`config.mk`:
```
export PLATFORM = sky130hd
export DESIGN_NAME = wide_addsub_sequencer_flat
export DESIGN_NICKNAME = d
export VERILOG_FILES = /design/src/rtl/wide_addsub_sequencer_if.sv /design/src/rtl/wide_addsub_sequencer.sv /design/src/flat_wrapper.sv
export SDC_FILE = /design/constraint.sdc
export NUM_CORES = 1
export LEC_CHECK = 0
export CAP_MARGIN = 20
export CELL_PAD_IN_SITES_DETAIL_PLACEMENT = 2
export CELL_PAD_IN_SITES_GLOBAL_PLACEMENT = 2
export CORE_MARGIN = 2
export CORE_UTILIZATION = 33
export CTS_BUF_LIST = sky130_fd_sc_hd__clkbuf_8 sky130_fd_sc_hd__clkbuf_16
export DETAILED_ROUTE_END_ITERATION = 8
export PLACE_DENSITY_LB_ADDON = 0.1
export SLEW_MARGIN = 20
export SYNTH_ARGS = -nofsm -noshare
export SYNTH_HDL_FRONTEND = slang
export SYNTH_SLANG_ARGS = --single-unit
```
`constraint.sdc`:
```
create_clock -name CLK -period 4.81 [get_ports CLK]
set_input_delay 1.443 -clock CLK [delete_from_list [all_inputs] [get_ports CLK]]
set_output_delay 1.443 -clock CLK [all_outputs]
set_load 0.02 [all_outputs]
```
`src/rtl/wide_addsub_sequencer_if.sv`:
```
// Operand/result handshake bundle for wide_addsub_sequencer.
// The master side supplies operands and accepts results; the slave side is the sequencer.
interface wide_addsub_sequencer_if #(
  parameter int DATA_WIDTH = 4,
  parameter int NUM_SLICES = 4
);
  localparam int W = DATA_WIDTH * NUM_SLICES;

  logic         IN_VALID;
  logic         IN_READY;
  logic [W-1:0] A;
  logic [W-1:0] B;
  logic         SUB;
  logic         OUT_VALID;
  logic         OUT_READY;
  logic [W-1:0] S;
  logic         CF;
  logic         OF;
  logic         BUSY;

  modport master (
    output IN_VALID, A, B, SUB, OUT_READY,
    input  IN_READY, OUT_VALID, S, CF, OF, BUSY
  );

  modport slave (
    input  IN_VALID, A, B, SUB, OUT_READY,
    output IN_READY, OUT_VALID, S, CF, OF, BUSY
  );
endinterface

```
`src/rtl/wide_addsub_sequencer.sv`:
```
// Multi-precision add/subtract engine: one DATA_WIDTH-bit ripple-carry adder is
// reused over NUM_SLICES slices, least-significant first, with the carry held in
// a register between slices.
// Optional feature macro: WIDE_ADDSUB_SAT_EN -- clamps the presented result to
// signed saturation on overflow (CF/OF still report the raw values).

// Narrow ripple-carry adder used once per slice.
module ripple_carry_adder #(
  parameter int DATA_WIDTH = 4
) (
  input  logic [DATA_WIDTH-1:0] a,
  input  logic [DATA_WIDTH-1:0] b,
  input  logic                  cin,
  output logic [DATA_WIDTH-1:0] sum,
  output logic                  cout,
  output logic                  ovf
);
  logic [DATA_WIDTH:0] c;

  // Bit-serial carry chain; overflow is carry-in xor carry-out of the MSB.
  always_comb begin
    c    = '0;
    sum  = '0;
    c[0] = cin;
    for (int i = 0; i < DATA_WIDTH; i++) begin
      sum[i]  = a[i] ^ b[i] ^ c[i];
      c[i+1]  = (a[i] & b[i]) | (c[i] & (a[i] ^ b[i]));
    end
    cout = c[DATA_WIDTH];
    ovf  = c[DATA_WIDTH] ^ c[DATA_WIDTH-1];
  end
endmodule

module wide_addsub_sequencer #(
  parameter int DATA_WIDTH = 4,
  parameter int NUM_SLICES = 4
) (
  input logic                    CLK,
  input logic                    RST,
  wide_addsub_sequencer_if.slave bus
);
  localparam int W  = DATA_WIDTH * NUM_SLICES;
  localparam int CW = (NUM_SLICES > 1) ? $clog2(NUM_SLICES) : 1;
  localparam logic [CW-1:0] LAST       = CW'(NUM_SLICES - 1);
  localparam logic [W-1:0]  SLICE_MASK = W'({DATA_WIDTH{1'b1}});

  typedef enum logic [1:0] {IDLE, RUN, DONE} state_t;

  state_t          state;
  logic [CW-1:0]   cnt;
  logic            carry_q;
  logic [W-1:0]    a_q;
  logic [W-1:0]    b_q;
  logic            sub_q;
  logic [W-1:0]    s_q;
  logic            cf_q;
  logic            of_q;
  logic            in_ready_q;
  logic            out_valid_q;
  logic            busy_q;

  logic [31:0]           sh;
  logic [DATA_WIDTH-1:0] add_a;
  logic [DATA_WIDTH-1:0] add_b;
  logic [DATA_WIDTH-1:0] add_sum;
  logic                  add_co;
  logic                  add_of;
  logic [W-1:0]          s_next;

`ifdef WIDE_ADDSUB_SAT_EN
  // Signed saturation value: result sign 1 on overflow means the true value was positive.
  function automatic logic signed [W-1:0] sat_value(input logic res_sign);
    logic signed [W-1:0] v;
    v = res_sign ? {1'b0, {(W-1){1'b1}}} : {1'b1, {(W-1){1'b0}}};
    return v;
  endfunction
`endif

  ripple_carry_adder #(.DATA_WIDTH(DATA_WIDTH)) u_adder (
    .a    (add_a),
    .b    (add_b),
    .cin  (carry_q),
    .sum  (add_sum),
    .cout (add_co),
    .ovf  (add_of)
  );

  // Select slice k of the latched operands and merge the adder sum back into the result.
  always_comb begin
    sh     = 32'(cnt) * 32'(DATA_WIDTH);
    add_a  = DATA_WIDTH'(a_q >> sh);
    add_b  = DATA_WIDTH'(b_q >> sh) ^ {DATA_WIDTH{sub_q}};
    s_next = (s_q & ~(SLICE_MASK << sh)) | (W'(add_sum) << sh);
`ifdef WIDE_ADDSUB_SAT_EN
    if (cnt == LAST && add_of) begin
      s_next = sat_value(add_sum[DATA_WIDTH-1]);
    end
`endif
  end

  // Control FSM with registered handshake outputs; operand registers are not reset.
  always_ff @(posedge CLK) begin
    if (RST) begin
      state       <= IDLE;
      cnt         <= '0;
      carry_q     <= 1'b0;
      s_q         <= '0;
      cf_q        <= 1'b0;
      of_q        <= 1'b0;
      in_ready_q  <= 1'b1;
      out_valid_q <= 1'b0;
      busy_q      <= 1'b0;
    end else begin
      case (state)
        IDLE: begin
          if (bus.IN_VALID) begin
            a_q        <= bus.A;
            b_q        <= bus.B;
            sub_q      <= bus.SUB;
            carry_q    <= bus.SUB;
            cnt        <= '0;
            state      <= RUN;
            in_ready_q <= 1'b0;
            busy_q     <= 1'b1;
          end
        end
        RUN: begin
          s_q     <= s_next;
          carry_q <= add_co;
          if (cnt == LAST) begin
            cf_q        <= add_co;
            of_q        <= add_of;
            state       <= DONE;
            out_valid_q <= 1'b1;
          end else begin
            cnt <= cnt + 1'b1;
          end
        end
        DONE: begin
          if (bus.OUT_READY) begin
            state       <= IDLE;
            out_valid_q <= 1'b0;
            in_ready_q  <= 1'b1;
            busy_q      <= 1'b0;
          end
        end
        default: state <= IDLE;
      endcase
    end
  end

  assign bus.IN_READY  = in_ready_q;
  assign bus.OUT_VALID = out_valid_q;
  assign bus.BUSY      = busy_q;
  assign bus.S         = s_q;
  assign bus.CF        = cf_q;
  assign bus.OF        = of_q;
endmodule

```
`src/flat_wrapper.sv`:
```
// flat-port wrapper written by rule: the top's interface ports become plain ports
module wide_addsub_sequencer_flat 
#(
  parameter int DATA_WIDTH = 4,
  parameter int NUM_SLICES = 4
)
  (CLK, RST, bus_IN_VALID, bus_A, bus_B, bus_SUB, bus_OUT_READY, bus_IN_READY, bus_OUT_VALID, bus_S, bus_CF, bus_OF, bus_BUSY);
  wide_addsub_sequencer_if #(.DATA_WIDTH(DATA_WIDTH), .NUM_SLICES(NUM_SLICES)) bus_i ();
  input logic CLK;
  input logic RST;
  input wire logic [$bits(bus_i.IN_VALID)-1:0] bus_IN_VALID;
  input wire logic [$bits(bus_i.A)-1:0] bus_A;
  input wire logic [$bits(bus_i.B)-1:0] bus_B;
  input wire logic [$bits(bus_i.SUB)-1:0] bus_SUB;
  input wire logic [$bits(bus_i.OUT_READY)-1:0] bus_OUT_READY;
  output wire logic [$bits(bus_i.IN_READY)-1:0] bus_IN_READY;
  output wire logic [$bits(bus_i.OUT_VALID)-1:0] bus_OUT_VALID;
  output wire logic [$bits(bus_i.S)-1:0] bus_S;
  output wire logic [$bits(bus_i.CF)-1:0] bus_CF;
  output wire logic [$bits(bus_i.OF)-1:0] bus_OF;
  output wire logic [$bits(bus_i.BUSY)-1:0] bus_BUSY;
  assign bus_i.IN_VALID = bus_IN_VALID;
  assign bus_i.A = bus_A;
  assign bus_i.B = bus_B;
  assign bus_i.SUB = bus_SUB;
  assign bus_i.OUT_READY = bus_OUT_READY;
  assign bus_IN_READY = bus_i.IN_READY;
  assign bus_OUT_VALID = bus_i.OUT_VALID;
  assign bus_S = bus_i.S;
  assign bus_CF = bus_i.CF;
  assign bus_OF = bus_i.OF;
  assign bus_BUSY = bus_i.BUSY;
  wide_addsub_sequencer #(.DATA_WIDTH(DATA_WIDTH), .NUM_SLICES(NUM_SLICES)) u_core (.CLK(CLK), .RST(RST), .bus(bus_i));
endmodule
```
==> impl_metrics.csv, run 1 <==
group,metric,value,unit
yosys,synth_flop_cell,"edfxtp_1",
worst_setup_path,cp_data_required_time,5020,ps
placement,io_buffers,57,
sta,skew,14.3,ps
floorplan,rows,31,
cts,numClockSinks,59,
global_routing,antenna_found_initial,0,
yosys,synth_common_cells,"edfxtp_1, dfxtp_1, nor2_1",
sta,period_minus_slack,3430,ps
cells_and_area,diodes,0,
yosys,synth_area_leaders,"edfxtp_1, dfxtp_1, mux4_2, a2bb2oi_1, fa_1",
placement,dpl_cell_area,3100,um^2
global_routing,gr-usage-all-layers,0.165,
worst_setup_path,cp-end-kind,"flop",
yosys,synth_nets,218,
sta,hold_violations,0,
power_and_ir_drop,vdd_drop_max,0.000188,V
yosys,ys_ff_latch,59,
routing,firstDrtPassIters,4,
sta,fmax,0.291,GHz
cts,cts_tree,"yes",
global_routing,overflow,0,
yosys,synth_edf_count,33,
floorplan,io_pins,58,
yosys,ys_seq_area_frac,0.624,
yosys,yosys_warnings,0,
worst_setup_path,critPathMaxStageDelay,780,ps
yosys,synth_area_per_cell,14.0,um^2
sta,worstMarginPinSlew,702,ps
power_and_ir_drop,powerDensity,389,nW/um^2
sta,finalCritPeriodShare,0.714,
cts,clk_pin_slew,80,ps
cells_and_area,fin_cells,340,
routing,routed_wl,5.90,mm
yosys,ys_async_sr_fraction,0,
yosys,syn-instance-count,173,
floorplan,die_h,89.7,um
yosys,synth_area,2420,um^2
worst_setup_path,cp_cell_sequence,"mux4_2 -> xor2_1 -> fa_1 -> inv_1 -> fa_1 -> fa_1 -> fa_1 -> a2bb2oi_1 -> nor2_1",
routing,vias_per_cell,4.79,
cells_and_area,stdcell_area,3340,um^2
floorplan,core_area,7180,um^2
worst_setup_path,critPathLaunchType,"flop",
yosys,synth_top_area_cell,"edfxtp_1",
run,drv_cap,0,
worst_setup_path,crit_top_cell,"fa_1",
sta,rsz0062_at_grt,"no",
sta,tns,0,ps
outcome,status,"finished, final reports clean",
sta,drv_slew,0,
placement,gp_congestion,0.757,
cts,clockRootBuffer,"clkbuf_8",
sta,max_slew_margin,0.532,
worst_setup_path,r2r-start,"u_core.cnt[1]",
cells_and_area,area_growth,38.0,%
cts,cts_hold_buf,0,
global_routing,grt_max_degree,34,
cells_and_area,drive_gt1_frac,0.120,
routing,wl_per_cell,17.3,um
cts,cts.path.max_buffers,2,
cts,numCtsBuffers,9,
cts,postCtsSetupRepairBufs,0,
floorplan,start_util,0.338,
cts,cts_repair_resize_count,0,
routing,num_vias,1628,
global_routing,grt_pass1_wl,9.54,mm
cts,clk_latency,340,ps
cells_and_area,final_nets,281,
power_and_ir_drop,cellLeakagePower,1.20,nW
hold_path,hold_class,"reg -> reg",
floorplan,die_w,89.7,um
worst_setup_path,crit_fanout,17,
worst_setup_path,cp-startpoint,"u_core.cnt[1]",
yosys,synth_cell_types,37,
yosys,synth_top_area_share,0.409,
worst_setup_path,path_buf_inv,1,
worst_setup_path,critPathKind,"reg -> reg",
sta,setup_violations,0,
routing,drc_errors,0,
global_routing,grt_pass1_vias,1834,
placement,placed_cells,324,
worst_setup_path,slowest_stage,"dfxtp_1",
worst_setup_path,cp.arrival,3650,ps
cts,h-tree-depth,3,
worst_setup_path,cp_top_family,"adder cells",
routing,ant_nets,0,
floorplan,dieArea,8040,um^2
yosys,yosysMostFrequentCell,"edfxtp_1",
routing,drt-initial-drc-count,25,
placement,dp_hpwl,4.28,mm
hold_path,worst_hold_startpoint,"u_core.bus.CF",
[report_power, final]
part | leakage (nW) | internal, mW | switching, mW
clock | 0.127 | 0.355 | 0.197
sequential | 0.518 | 0.557 | 0.0145
combinational | 0.555 | 0.100 | 0.0759
[cell usage in the layout, fill, tap and decap left out, types with 2 or more instances in the layout]
master           netlist  layout
nand2_1                6       6
a31oi_1                2       2
nor2b_1                2       2
ha_1                   4       4
xor2_1                 2       2
inv_1                  9      10
o2bb2ai_1              2       2
a2bb2oi_1             15      15
clkinv_2               0       2
nor2_1                17      17
bufinv_16              0       3
o21ai_0                2       2
nand2b_1               3       3
fa_1                   4       4
nand3_1                2       2
nand4bb_1              2       2
buf_4                  0       3
nand3b_1               4       4
clkbuf_8               0      10
xnor2_1                3       3
edfxtp_1              33      33
mux4_2                 8       8
clkdlybuf4s50_1        0      57
dfxtp_1               26      26
a21oi_1                5       5
[worst register-to-register path: stages (launching register included)]
cell       delay (ps)
dfxtp_1           780
mux4_2            420
xor2_1            200
fa_1              200
inv_1              50
fa_1              370
fa_1              430
fa_1              580
a2bb2oi_1         210
nor2_1             60
[logic make-up (layout without fill, tap and decap cells)]
logic type                 Yosys count  count (layout)  share of synthesized area
AOI/OAI and AO/OA                   31              31                     0.0961
xor gates and xnor gates             5               5                     0.0181
and+or+nand+nor                     43              43                     0.0966
buffers and inverters               18              86                     0.0331
adders and majority gates            8               8                     0.0537
DFF                                 59              59                      0.624
muxes                                9               9                     0.0785
[layer usage]
layer / track usage / up-vias / part of all wire
met2: 0.294 / 40 / 0.54
met4: 0.0611 / 0 / 0.014
met1: 0.181 / 818 / 0.40
li1: - / 762 / -
met5: 0 / - / 0
met3: 0.0585 / 8 / 0.043
[path summary, 6_finish.rpt]
check / end / slack [ps] / depth (start not counted)
setup / recovery: u_core.bus.S[3] / 1380 / 9
hold reg to reg: u_core.bus.CF / 470 / 2
setup reg to reg: u_core.bus.S[3] / 1380 / 9
hold / removal: u_core.bus.CF / 470 / 2
[flip-flops by register name, summed over array words and instances (netlist names), 2 cells and up]
name / flops
u_core.state: 2
u_core.cnt: 2
u_core.a_q: 16
u_core.b_q: 16
u_core.bus.S: 16
[cell type report]
| class | instances | area [um^2] |
|---|---|---|
| Sequential cell | 59 | 1510 |
| Clock buffer | 10 | 138 |
| Inverter | 10 | 37.5 |
| Multi-Input combinational cell | 96 | 836 |
| Tap cell | 99 | 124 |
| Timing Repair Buffer | 60 | 593 |
| Fill cell | 705 | 3830 |
| Clock inverter | 6 | 104 |
[metrics by stage]
stage,setup slack (ps),total power [mW],hold WS [ps],util
global route,1150,1.35,497,0.466
floorplan,401,0.687,460,-
finish,1380,1.30,470,0.466
detailed placement,1380,0.761,470,0.432
CTS,1350,1.32,479,0.466
global placement,1500,0.754,457,0.432
Note: power is estimated with default switching activity, not from simulation.
==> inputs of run 2 (changes only) <==
==> constraint.sdc (replaced) <==
create_clock -name CLK -period 3.4 [get_ports CLK]
set_input_delay 1.02 -clock CLK [delete_from_list [all_inputs] [get_ports CLK]]
set_output_delay 1.02 -clock CLK [all_outputs]
set_load 0.02 [all_outputs]
==> run 2 against run 1 <==
  * Core utilization is essentially flat
  * Critical path depth stayed put
  * Final area hardly changed
  * Critical endpoint is now u_core.bus.S[11]
  * Largest cell class unchanged
  * Fmax grew 7.8%
  * Final cell count is 0.29% higher
  * First-iteration DRC count rose by 52%
==> impl_metrics.csv, run 2 (synthesized netlist as in run 1, its figures left out) <==
group,metric,value,unit
global_routing,gr-usage-all-layers,0.164,
sta,whs,492,ps
placement,gp_congestion,0.813,
global_routing,overflow,0,
worst_setup_path,critPathKind,"reg -> reg",
routing,ant_nets,0,
global_routing,grt_pass1_wl,9.32,mm
sta,skew,11.6,ps
worst_setup_path,critPathLaunchType,"flop",
cts,h-tree-depth,3,
cts,clk_latency,340,ps
cells_and_area,area_growth,37.9,%
routing,drc_errors,0,
worst_setup_path,crit_fanout,4,
placement,pre_cts_slack,157,ps
global_routing,grt_max_degree,34,
cells_and_area,final_nets,282,
run,drv_cap,0,
cts,cts_hold_buf,0,
routing,drt-initial-drc-count,38,
cts,postCtsSetupRepairBufs,0,
worst_setup_path,cp.arrival,3410,ps
sta,setup_ws,214,ps
sta,worstMarginPinSlew,607,ps
cts,cts_tree,"yes",
global_routing,grt_pass1_vias,1845,
sta,drv_slew,0,
routing,num_vias,1613,
power_and_ir_drop,vdd_drop_max,0.000255,V
cts,clk_pin_slew,80,ps
sta,hold_violations,0,
cts,cts_repair_resize_count,0,
sta,max_slew_margin,0.595,
placement,io_buffers,57,
floorplan,rows,31,
sta,rsz0062_at_grt,"no",
cts,cts.path.max_buffers,2,
global_routing,antenna_found_initial,0,
sta,fmax,0.314,GHz
cells_and_area,final_cell_mix,"clkdlybuf4s50_1, edfxtp_1, dfxtp_1",
cts,clockRootBuffer,"clkbuf_8",
power_and_ir_drop,powerDensity,529,nW/um^2
routing,firstDrtPassIters,2,
placement,dp_hpwl,4.27,mm
floorplan,die_h,89.7,um
cts,numClockSinks,59,
floorplan,dieArea,8040,um^2
floorplan,start_util,0.338,
sta,finalCritPeriodShare,0.937,
floorplan,core_area,7180,um^2
worst_setup_path,cp_data_required_time,3620,ps
cells_and_area,diodes,0,
hold_path,hold_class,"reg -> reg",
outcome,status,"finished, final reports clean",
cells_and_area,drive_gt1_frac,0.132,
cts,numCtsBuffers,9,
routing,wl_per_cell,17.3,um
floorplan,io_pins,58,
sta,setup_violations,0,
cells_and_area,mostFrequentLayoutCell,"clkdlybuf4s50_1",
routing,vias_per_cell,4.73,
routing,routed_wl,5.89,mm
power_and_ir_drop,cellLeakagePower,1.19,nW
sta,tns,0,ps
worst_setup_path,cp-end-kind,"flop",
floorplan,die_w,89.7,um
sta,period_minus_slack,3190,ps
-- run 2: cell types whose count changed in the layout (fill, tap and decap cells not counted) --
| cell | before | now |
|---|---|---|
| buf_6 | 0 | 1 |
| bufinv_16 | 3 | 1 |
| clkbuf_16 | 0 | 1 |
| clkinv_2 | 2 | 1 |
| clkinv_4 | 0 | 1 |
| fa_1 | 4 | 3 |
| fa_2 | 0 | 1 |
| inv_1 | 10 | 9 |
| inv_4 | 0 | 2 |
| nor3_2 | 1 | 0 |
| nor3_4 | 0 | 1 |
-- run 2: final timing paths --
path                  from          endpoint  slack, ps  cells past startpoint
max          u_core.cnt[0]  u_core.bus.S[11]        210                      9
min          u_core.bus.CF     u_core.bus.CF        490                      2
max reg2reg  u_core.cnt[0]  u_core.bus.S[11]        210                      9
min reg2reg  u_core.bus.CF     u_core.bus.CF        490                      2
-- run 2: power breakdown --
group / internal [mW] / switching (mW)
registers: 0.787 / 0.0181
clock network: 0.404 / 0.297
logic: 0.146 / 0.115
-- run 2: area by class of cell --
type | count | area (um^2)
fillers | 705 | 3830
flip-flops and latches | 59 | 1510
multi-input cells | 96 | 845
repair buffers | 61 | 604
clock buffers | 11 | 163
well taps | 99 | 124
clock inverters | 5 | 56.3
inverters | 10 | 37.5
-- run 2: routing by layer --
| layer | GRT usage | wire [um] | part of all wire | vias to the layer above |
|---|---|---|---|---|
| met3 | 0.0530 | 249 | 0.042 | 11 |
| met5 | 0 | 0 | 0 | - |
| met4 | 0.0719 | 106 | 0.018 | 0 |
| met2 | 0.297 | 3270 | 0.55 | 40 |
| li1 | - | - | - | 764 |
| met1 | 0.172 | 2270 | 0.39 | 798 |
-- run 2: critical path: stages (launching register included) --
cell	delay (ps)
dfxtp_1	380
mux4_2	540
xor2_1	200
fa_1	200
inv_1	50
fa_1	380
fa_1	440
fa_2	600
a2bb2oi_1	210
nor2_1	60
-- run 2: stage by stage --
| step | power, mW | std cells | instance area [um^2] | utilization |
|---|---|---|---|---|
| after floorplan | 0.972 | 173 | 2430 | - |
| after global placement | 1.07 | 325 | 3120 | 0.434 |
| after detailed placement | 1.09 | 325 | 3120 | 0.434 |
| after CTS | 1.80 | 341 | 3330 | 0.465 |
| after global routing | 1.85 | 341 | 3340 | 0.466 |
| final | 1.77 | 341 | 3340 | 0.466 |
==> inputs of run 3 (changes only) <==
--- a/config.mk
+++ b/config.mk
@@ -6,13 +6,14 @@
 export NUM_CORES = 1
 export LEC_CHECK = 0
 export CAP_MARGIN = 20
-export CELL_PAD_IN_SITES_DETAIL_PLACEMENT = 2
-export CELL_PAD_IN_SITES_GLOBAL_PLACEMENT = 2
+export CELL_PAD_IN_SITES_DETAIL_PLACEMENT = 1
+export CELL_PAD_IN_SITES_GLOBAL_PLACEMENT = 1
 export CORE_MARGIN = 2
-export CORE_UTILIZATION = 33
+export CORE_UTILIZATION = 39
 export CTS_BUF_LIST = sky130_fd_sc_hd__clkbuf_8 sky130_fd_sc_hd__clkbuf_16
 export DETAILED_ROUTE_END_ITERATION = 8
 export PLACE_DENSITY_LB_ADDON = 0.1
+export SETUP_SLACK_MARGIN = 0.05
 export SLEW_MARGIN = 20
 export SYNTH_ARGS = -nofsm -noshare
 export SYNTH_HDL_FRONTEND = slang
==> run 3 against run 2 <==
  * Non-clock buffer count stayed put
  * Critical path type unchanged
  * Core utilization is 8.2 points higher
  * Setup slack better by 54 ps
  * Register-to-register slack better by 50 ps
  * Final area is 2.4% lower
  * Combinational power is 4% lower
  * Count of clock-buffer cells in the layout is 2 lower
  * Sequential share of layout area is 1.1 points higher
  * Power is 7.0% lower
  * Global-route usage hardly changed
  * Critical path depth is 1 lower
  * Fmax is 1.7% higher
==> impl_metrics.csv, run 3 (synthesized netlist as in run 1, its figures left out) <==
group,metric,value,unit
cells_and_area,post-route-util,0.548,
worst_setup_path,critPathLaunchType,"flop",
worst_setup_path,crit_top_cell,"fa_1",
cells_and_area,mostFrequentLayoutCell,"clkdlybuf4s50_1",
placement,io_buffers,57,
floorplan,core_area,5960,um^2
routing,routed_wl,5.21,mm
cts,cts_tree,"yes",
sta,max_slew_margin,0.609,
hold_path,hold_class,"reg -> reg",
worst_setup_path,slowest_stage,"fa_1",
cells_and_area,final_cell_mix,"clkdlybuf4s50_1, edfxtp_1, dfxtp_1",
sta,fmax,0.319,GHz
routing,drc_errors,0,
cts,clk_pin_slew,60,ps
cts,cts.path.max_buffers,2,
cts,clk_latency,330,ps
cts,cts_hold_buf,0,
floorplan,io_pins,58,
sta,drv_slew,0,
cells_and_area,fillers,605,
cells_and_area,seqCellArea,1510,um^2
worst_setup_path,path_buf_inv,1,
routing,wl_per_cell,16.4,um
outcome,status,"finished, final reports clean",
worst_setup_path,critPathMaxStageDelay,590,ps
cts,cts_repair_resize_count,0,
global_routing,overflow,0,
worst_setup_path,critPathKind,"reg -> reg",
cells_and_area,diodes,0,
worst_setup_path,cp_top_family,"adder cells",
worst_setup_path,cp_data_required_time,3610,ps
run,drv_cap,0,
power_and_ir_drop,vdd_drop_max,0.000293,V
floorplan,rows,28,
power_and_ir_drop,powerDensity,503,nW/um^2
cts,h-tree-depth,3,
global_routing,grt_max_degree,34,
floorplan,dieArea,6860,um^2
sta,skew,5.13,ps
global_routing,grt_pass1_vias,1789,
cells_and_area,area_growth,34.7,%
cts,numCtsBuffers,9,
power_and_ir_drop,cellLeakagePower,1.18,nW
worst_setup_path,cp_cell_sequence,"buf_4 -> mux4_2 -> xnor2_1 -> fa_1 -> fa_1 -> fa_1 -> a2bb2oi_1 -> nor2_1",
floorplan,start_util,0.407,
sta,hold_violations,0,
routing,ant_nets,0,
sta,finalCritPeriodShare,0.921,
routing,vias_per_cell,5.12,
sta,period_minus_slack,3130,ps
worst_setup_path,cp-end-kind,"flop",
routing,drt-initial-drc-count,41,
cells_and_area,drive_gt1_frac,0.103,
cells_and_area,final_nets,282,
cts,postCtsSetupRepairBufs,0,
sta,setup_violations,0,
worst_setup_path,crit_fanout,16,
routing,firstDrtPassIters,2,
placement,gp_congestion,0.800,
sta,tns,0,ps
floorplan,die_w,82.8,um
cells_and_area,multi_input_area,842,um^2
cts,clockRootBuffer,"clkbuf_8",
sta,worstMarginPinSlew,585,ps
routing,num_vias,1622,
sta,rsz0062_at_grt,"no",
global_routing,antenna_found_initial,0,
cts,numClockSinks,59,
placement,dp_hpwl,3.77,mm
global_routing,gr-usage-all-layers,0.163,
floorplan,die_h,82.8,um
global_routing,grt_pass1_wl,8.64,mm
worst_setup_path,cp.arrival,3350,ps
## run 3: cell count changes in the layout (fill, tap and decap cells not counted)
cell | before | now
fa_2 | 1 | 0
fa_1 | 3 | 4
clkbuf_16 | 1 | 0
inv_1 | 9 | 12
buf_6 | 1 | 0
buf_4 | 3 | 4
clkinv_2 | 1 | 0
clkbuf_8 | 10 | 9
inv_4 | 2 | 0
clkinv_4 | 1 | 0
clkinv_1 | 0 | 3
## run 3: worst paths after layout
path / from / to / slack (ps) / depth (start not counted)
worst max register to register: u_core.cnt[0] / u_core.bus.S[3] / 270 / 8
worst min register to register: u_core.bus.CF / u_core.bus.CF / 470 / 2
worst max-delay path: u_core.cnt[0] / u_core.bus.S[3] / 270 / 8
worst min-delay path: u_core.bus.CF / u_core.bus.CF / 470 / 2
## run 3: area by class of cell
type,count,share of cell area
Timing Repair Buffer,61,0.184
Clock inverter,7,0.0161
Inverter,10,0.0115
Tap cell,75,0.0288
Multi-Input combinational cell,96,0.258
Clock buffer,9,0.0380
Sequential cell,59,0.463
## run 3: power by group
group | leakage (nW) | internal [mW] | switching, mW
clock | 0.0995 | 0.323 | 0.264
combinational | 0.560 | 0.142 | 0.107
sequential | 0.518 | 0.788 | 0.0181
## run 3: worst register-to-register path: stages (launching register included)
cell and delay [ps]:
dfxtp_1 350, buf_4 270, mux4_2 540, xnor2_1 160, fa_1 410, fa_1 430
fa_1 590, a2bb2oi_1 190, nor2_1 60
## run 3: through the flow
stage          instance area [um^2]  power (mW)  hold slack, ps  worst slack [ps]  cells
2_1_floorplan                  2430       0.972             460               315    173
3_3_place_gp                   3090        1.06             452               339    301
3_5_place_dp                   3090        1.07             464               259    301
6_report                       3260        1.64             465               268    317
4_1_cts                        3260        1.66             474               247    317
5_1_grt                        3260        1.71             489              67.0    317
## run 3: layer usage
metal,vias to the layer above,share of wire,track usage
li1,767,-,-
met1,796,0.44,0.194
met2,48,0.49,0.269
met3,11,0.048,0.0497
met4,0,0.025,0.0820
met5,-,0,0
==> variant 1 (config.mk and constraints of run 3) <==
The option `WIDE_ADDSUB_SAT_EN` is turned on by a define.
--- a/src/rtl/wide_addsub_sequencer.sv
+++ b/src/rtl/wide_addsub_sequencer.sv
@@ -5,6 +5,8 @@
 // signed saturation on overflow (CF/OF still report the raw values).
 
 // Narrow ripple-carry adder used once per slice.
+`define WIDE_ADDSUB_SAT_EN
+
 module ripple_carry_adder #(
   parameter int DATA_WIDTH = 4
 ) (
Check against the original RTL: not equivalent (Yosys sat finds a counterexample within 10 cycles, from zero or initial values and one cycle with RST high).
==> variant 1 against run 3 <==
Power is 9.4% higher. Fmax is 6.5% lower. Wire length is 19% higher. Final area is 15% higher. Sequential power is 0.6% higher. Setup slack worse by 0.22 ns. First-iteration DRC count is 93% higher. Clock skew is 0.0020 ns higher. Count of clock-buffer cells in the layout stayed put. Area after synthesis is 12% higher. Sequential cell count stayed put. Via count is 23% higher. Synthesized cell count is 28% higher.
==> variant 1: results (changes against run 3) <==
Via count = 1,996 (+23%)
Detailed Route WL = 6210 µm (+19%)
Worst vdd ir = 282 µV (-3.9%)
CP peak stage delay = 0.50 ns (-0.09 ns)
DP Wirelength = 4400 µm (+16%)
Syn Area/Cell = 12.2 µm² (-13%)
DRT iter0 DRCs = 79 (+93%)
Synth area leaders = edfxtp_1 (37%), dfxtp_1 (19%), mux4_2 (6.7%), inv_1 (3.3%), o22ai_1 (3.0%)
Worst-path cell with the longest stage delay = mux4_2
CP Max Fanout = 5 (-11)
Post-CTS Resized = 5 (+5)
Worst setup startpoint = u_core.b_q[12]$_DFFE_PP_
Final nets = 345 (+22%)
Outcome = finished, final reports clean
Finished Layout Cells = 385 (+21%)
Inst Count DP = 358 (+19%)
Hold path startpoint = u_core.bus.S[3]$_SDFFE_PP0P_
Rel. slew slack = 0.525 (-0.0842)
Crit path DAT = 3.61 ns (+0.26 ns)
Worst R2R Path Depth = 12 (+4)
First-pass GRT wire length = 10,200 µm (+19%)
Synth unique cells = 44 (+19%)
Fin crit share = 0.985 (+0.0635)
PortBufs = 57 (unchanged)
Worst Hold Slack = 0.462 ns (-0.00345 ns)
Post-CTS Repair Setup Buffers = 6 (+6)
Vias in the first global route = 2,119 (+18%)
Leak Pwr = 0.00131 µW (+11%)
Seq/Total Area, Yosys = 0.558 (-0.0660)
Reg-to-reg setup timing slack = 0.05 ns (-0.22 ns)
Pre-CTS WS = -0.244 ns (-0.502 ns)
GR Util All Layers = 0.178 (+0.0144)
GP Congestion = 0.805 (+0.55%)
Post-synth net total = 267 (+22%)
DR pass1 iterations = 4 (+2)
Synth cell count leaders = edfxtp_1 (33), dfxtp_1 (26), inv_1 (24)
[variant 1: cell count changes in the layout (fill, tap and decap cells not counted), sizes merged, moves of 4 or more]
cell,delta
o21ai,+6
buf,+21
a32oi,+4
a2bb2oi,-9
o22ai,+13
a21oi,+8
inv,+14
nor2,-14
o211ai,+4
nor3,+4
[variant 1: metrics by stage]
stage                     setup TNS [ns]  instance area [µm²]  utilization
final                                  0                 3740        0.553
after global routing               -1.07                 3740        0.553
after CTS                              0                 3680        0.545
after detailed placement           -2.62                 3440        0.510
after global placement             -1.73                 3440        0.510
after floorplan                    -1.07                 2750            -
[variant 1: worst reg2reg max path, delay by kind of cell, from the launching register on]
family                     cells  cell delay [ns]
xor gates and xnor gates       2             0.43
muxes                          1             0.50
buffers and inverters          3             0.37
adders and majority gates      4             1.32
DFF                            1             0.37
AOI/OAI and AO/OA              2             0.30
[variant 1: cell type report]
type,count,area (µm²)
Fill cell,713,3020
Clock buffer,9,124
Timing Repair Buffer,82,795
Inverter,24,90.1
Tap cell,80,100
Multi-Input combinational cell,124,1090
Sequential cell,59,1510
Clock inverter,7,30.0
[variant 1: metal layers]
metal / GRT usage / up-vias / share of wire
met5: 0 / - / 0
met4: 0.0629 / 0 / 0.016
li1: - / 976 / -
met2: 0.298 / 40 / 0.53
met3: 0.0521 / 10 / 0.032
met1: 0.219 / 970 / 0.43
[variant 1: report_power, final]
group          switching [µW]  internal (µW)
Combinational             215            258
Clock                     264            250
Sequential               19.9            791
[variant 1: cells by family after synthesis]
family / Yosys count / synth area share
multiplexers: 9 / 0.0702
AO/OA/AOI/OAI: 60 / 0.147
XOR/XNOR: 6 / 0.0222
AND/OR/NAND/NOR: 41 / 0.0882
flip-flops: 59 / 0.558
adder cells (fa/ha/maj): 8 / 0.0480
buffers and inverters: 39 / 0.0661
==> variant 2 (settings of run 3) <==
Without the edit above. Re-encode `state_t` (3 states) as one-hot, 3 bits wide.
--- a/src/rtl/wide_addsub_sequencer.sv
+++ b/src/rtl/wide_addsub_sequencer.sv
@@ -44,7 +44,7 @@
   localparam logic [CW-1:0] LAST       = CW'(NUM_SLICES - 1);
   localparam logic [W-1:0]  SLICE_MASK = W'({DATA_WIDTH{1'b1}});
 
-  typedef enum logic [1:0] {IDLE, RUN, DONE} state_t;
+  typedef enum logic [2:0] {IDLE = 3'b001, RUN = 3'b010, DONE = 3'b100} state_t;
 
   state_t          state;
   logic [CW-1:0]   cnt;
Check against the original RTL: same outputs for any inputs over 10 cycles, from zero or initial values and one cycle with RST high; not proved beyond that.
==> variant 2 against run 3 <==
Area after synthesis grew 4.4%. Clock skew grew 0.0011 ns. Sequential cell count grew 1. Setup slack gained 0.0093 ns. Final cell count grew 2.2%. Final area grew 3.7%. Sequential share of layout area shrank 1.1 points. Power shrank 0.21%. Critical path depth grew 2. Wire length grew 7.6%. Critical path type unchanged. Largest cell class unchanged.
==> variant 2: results (changes against run 3) <==
DR pass1 iterations = 4 (+2)
First-pass GRT wire length = 9280 µm (+7.4%)
Rel. slew slack = 0.614 (+0.00457)
Finished Layout Cells = 324 (+2.2%)
Inst Count DP = 308 (+2.3%)
GR Util All Layers = 0.169 (+0.00551)
Synth area leaders = edfxtp_1 (39%), dfxtp_1 (21%), mux4_2 (7.1%), a32oi_1 (5.5%), nor2_1 (3.4%)
P_clk = 675 µW (+15%)
Switch Pwr = 361 µW (-7.2%)
Seq/Total Area, Yosys = 0.606 (-0.0183)
Hold path startpoint = u_core.bus.S[9]$_SDFFE_PP0P_
Compound-Gate Fraction of Synth Area = 0.0905 (-0.00553)
Synth cell count leaders = edfxtp_1 (33), dfxtp_1 (27), nor2_1 (23)
Wire length per cell = 17.3 µm (+5.3%)
Outcome = finished, final reports clean
DP Wirelength = 4070 µm (+7.7%)
CP peak stage delay = 0.52 ns (-0.07 ns)
Xor and xnor area share after synthesis = 0.0173 (-0.000760)
Multiplexer share of the synthesized area = 0.0713 (-0.00726)
Worst vdd ir = 294 µV (+0.29%)
Fraction of layout cells with a size suffix above 1 = 0.142 (+0.0384)
Hold Path Sink = u_core.bus.S[9]$_SDFFE_PP0P_
Syn Area/Cell = 14.1 µm² (+0.89%)
Pwr/cell area = 484 nW/µm² (-3.8%)
Post-synth net total = 224 (+2.8%)
Adder-cell area share of the yosys netlist = 0.0515 (-0.00226)
Largest net degree at the start of global routing = 34 (unchanged)
Worst R2R Path Depth = 10 (+2)
Vias in the first global route = 1,849 (+3.4%)
Final core utilization = 0.536 (-0.0118)
Final nets = 287 (+1.8%)
Comb. pwr = 155 µW (-38%)
Crit path DAT = 3.33 ns (-0.02 ns)
CP Max Fanout = 4 (-12)
Initial antenna violation count = 0 (unchanged)
Skew final = 0.00620 ns (+0.00107 ns)
GP Congestion = 0.700 (-13%)
Leak Pwr = 0.00116 µW (-1.4%)
Worst Hold Slack = 0.493 ns (+0.0275 ns)
Placed inst area = 3180 µm² (+3.0%)
Fillcell total = 647 (+6.9%)
Synth unique cells = 36 (-2.7%)
## variant 2: cell types whose count changed after synthesis, sizes merged, moves of 3 or more
cell	run 3	this run
nor2	17	23
nand4bb	2	6
o21ai	3	0
a2bb2oi	15	0
a32oi	0	16
nand3b	4	1
## variant 2: how the worst max path moves through the flow
| stage | end | slack, ns | cells after the start |
|---|---|---|---|
| after CTS | u_core.bus.S[3]$_SDFFE_PP0P_ | 0.25 | 10 |
| after global routing | u_core.bus.S[15]$_SDFFE_PP0P_ | 0.14 | 10 |
| final | u_core.bus.S[3]$_SDFFE_PP0P_ | 0.28 | 10 |
| after global placement | u_core.bus.S[11]$_SDFFE_PP0P_ | 0.38 | 10 |
| after detailed placement | u_core.bus.S[3]$_SDFFE_PP0P_ | 0.28 | 10 |
| after floorplan | u_core.a_q[0]$_DFFE_PP_ | 0.12 | 3 |
## variant 2: worst max-delay path: cells and delay by family, from the launching register on
family | cells | cell delay [ns]
adder cells (fa/ha/maj) | 4 | 1.51
multiplexers | 1 | 0.52
flip-flops | 1 | 0.38
AO/OA/AOI/OAI | 1 | 0.21
XOR/XNOR | 1 | 0.19
buffers and inverters | 2 | 0.13
AND/OR/NAND/NOR | 1 | 0.06
## variant 2: layer usage
metal  vias up  share of wire  GRT usage
li1        804              -          -
met1       837           0.42      0.203
met2        51           0.52      0.289
met3         9          0.037     0.0374
met4         0          0.017     0.0779
met5         -              0          0
## variant 2: area by class of cell
type / count / share of cell area
multi-input cells: 98 / 0.266
clock inverters: 7 / 0.0244
well taps: 77 / 0.0285
flip-flops and latches: 60 / 0.453
inverters: 11 / 0.0122
repair buffers: 62 / 0.180
clock buffers: 9 / 0.0366
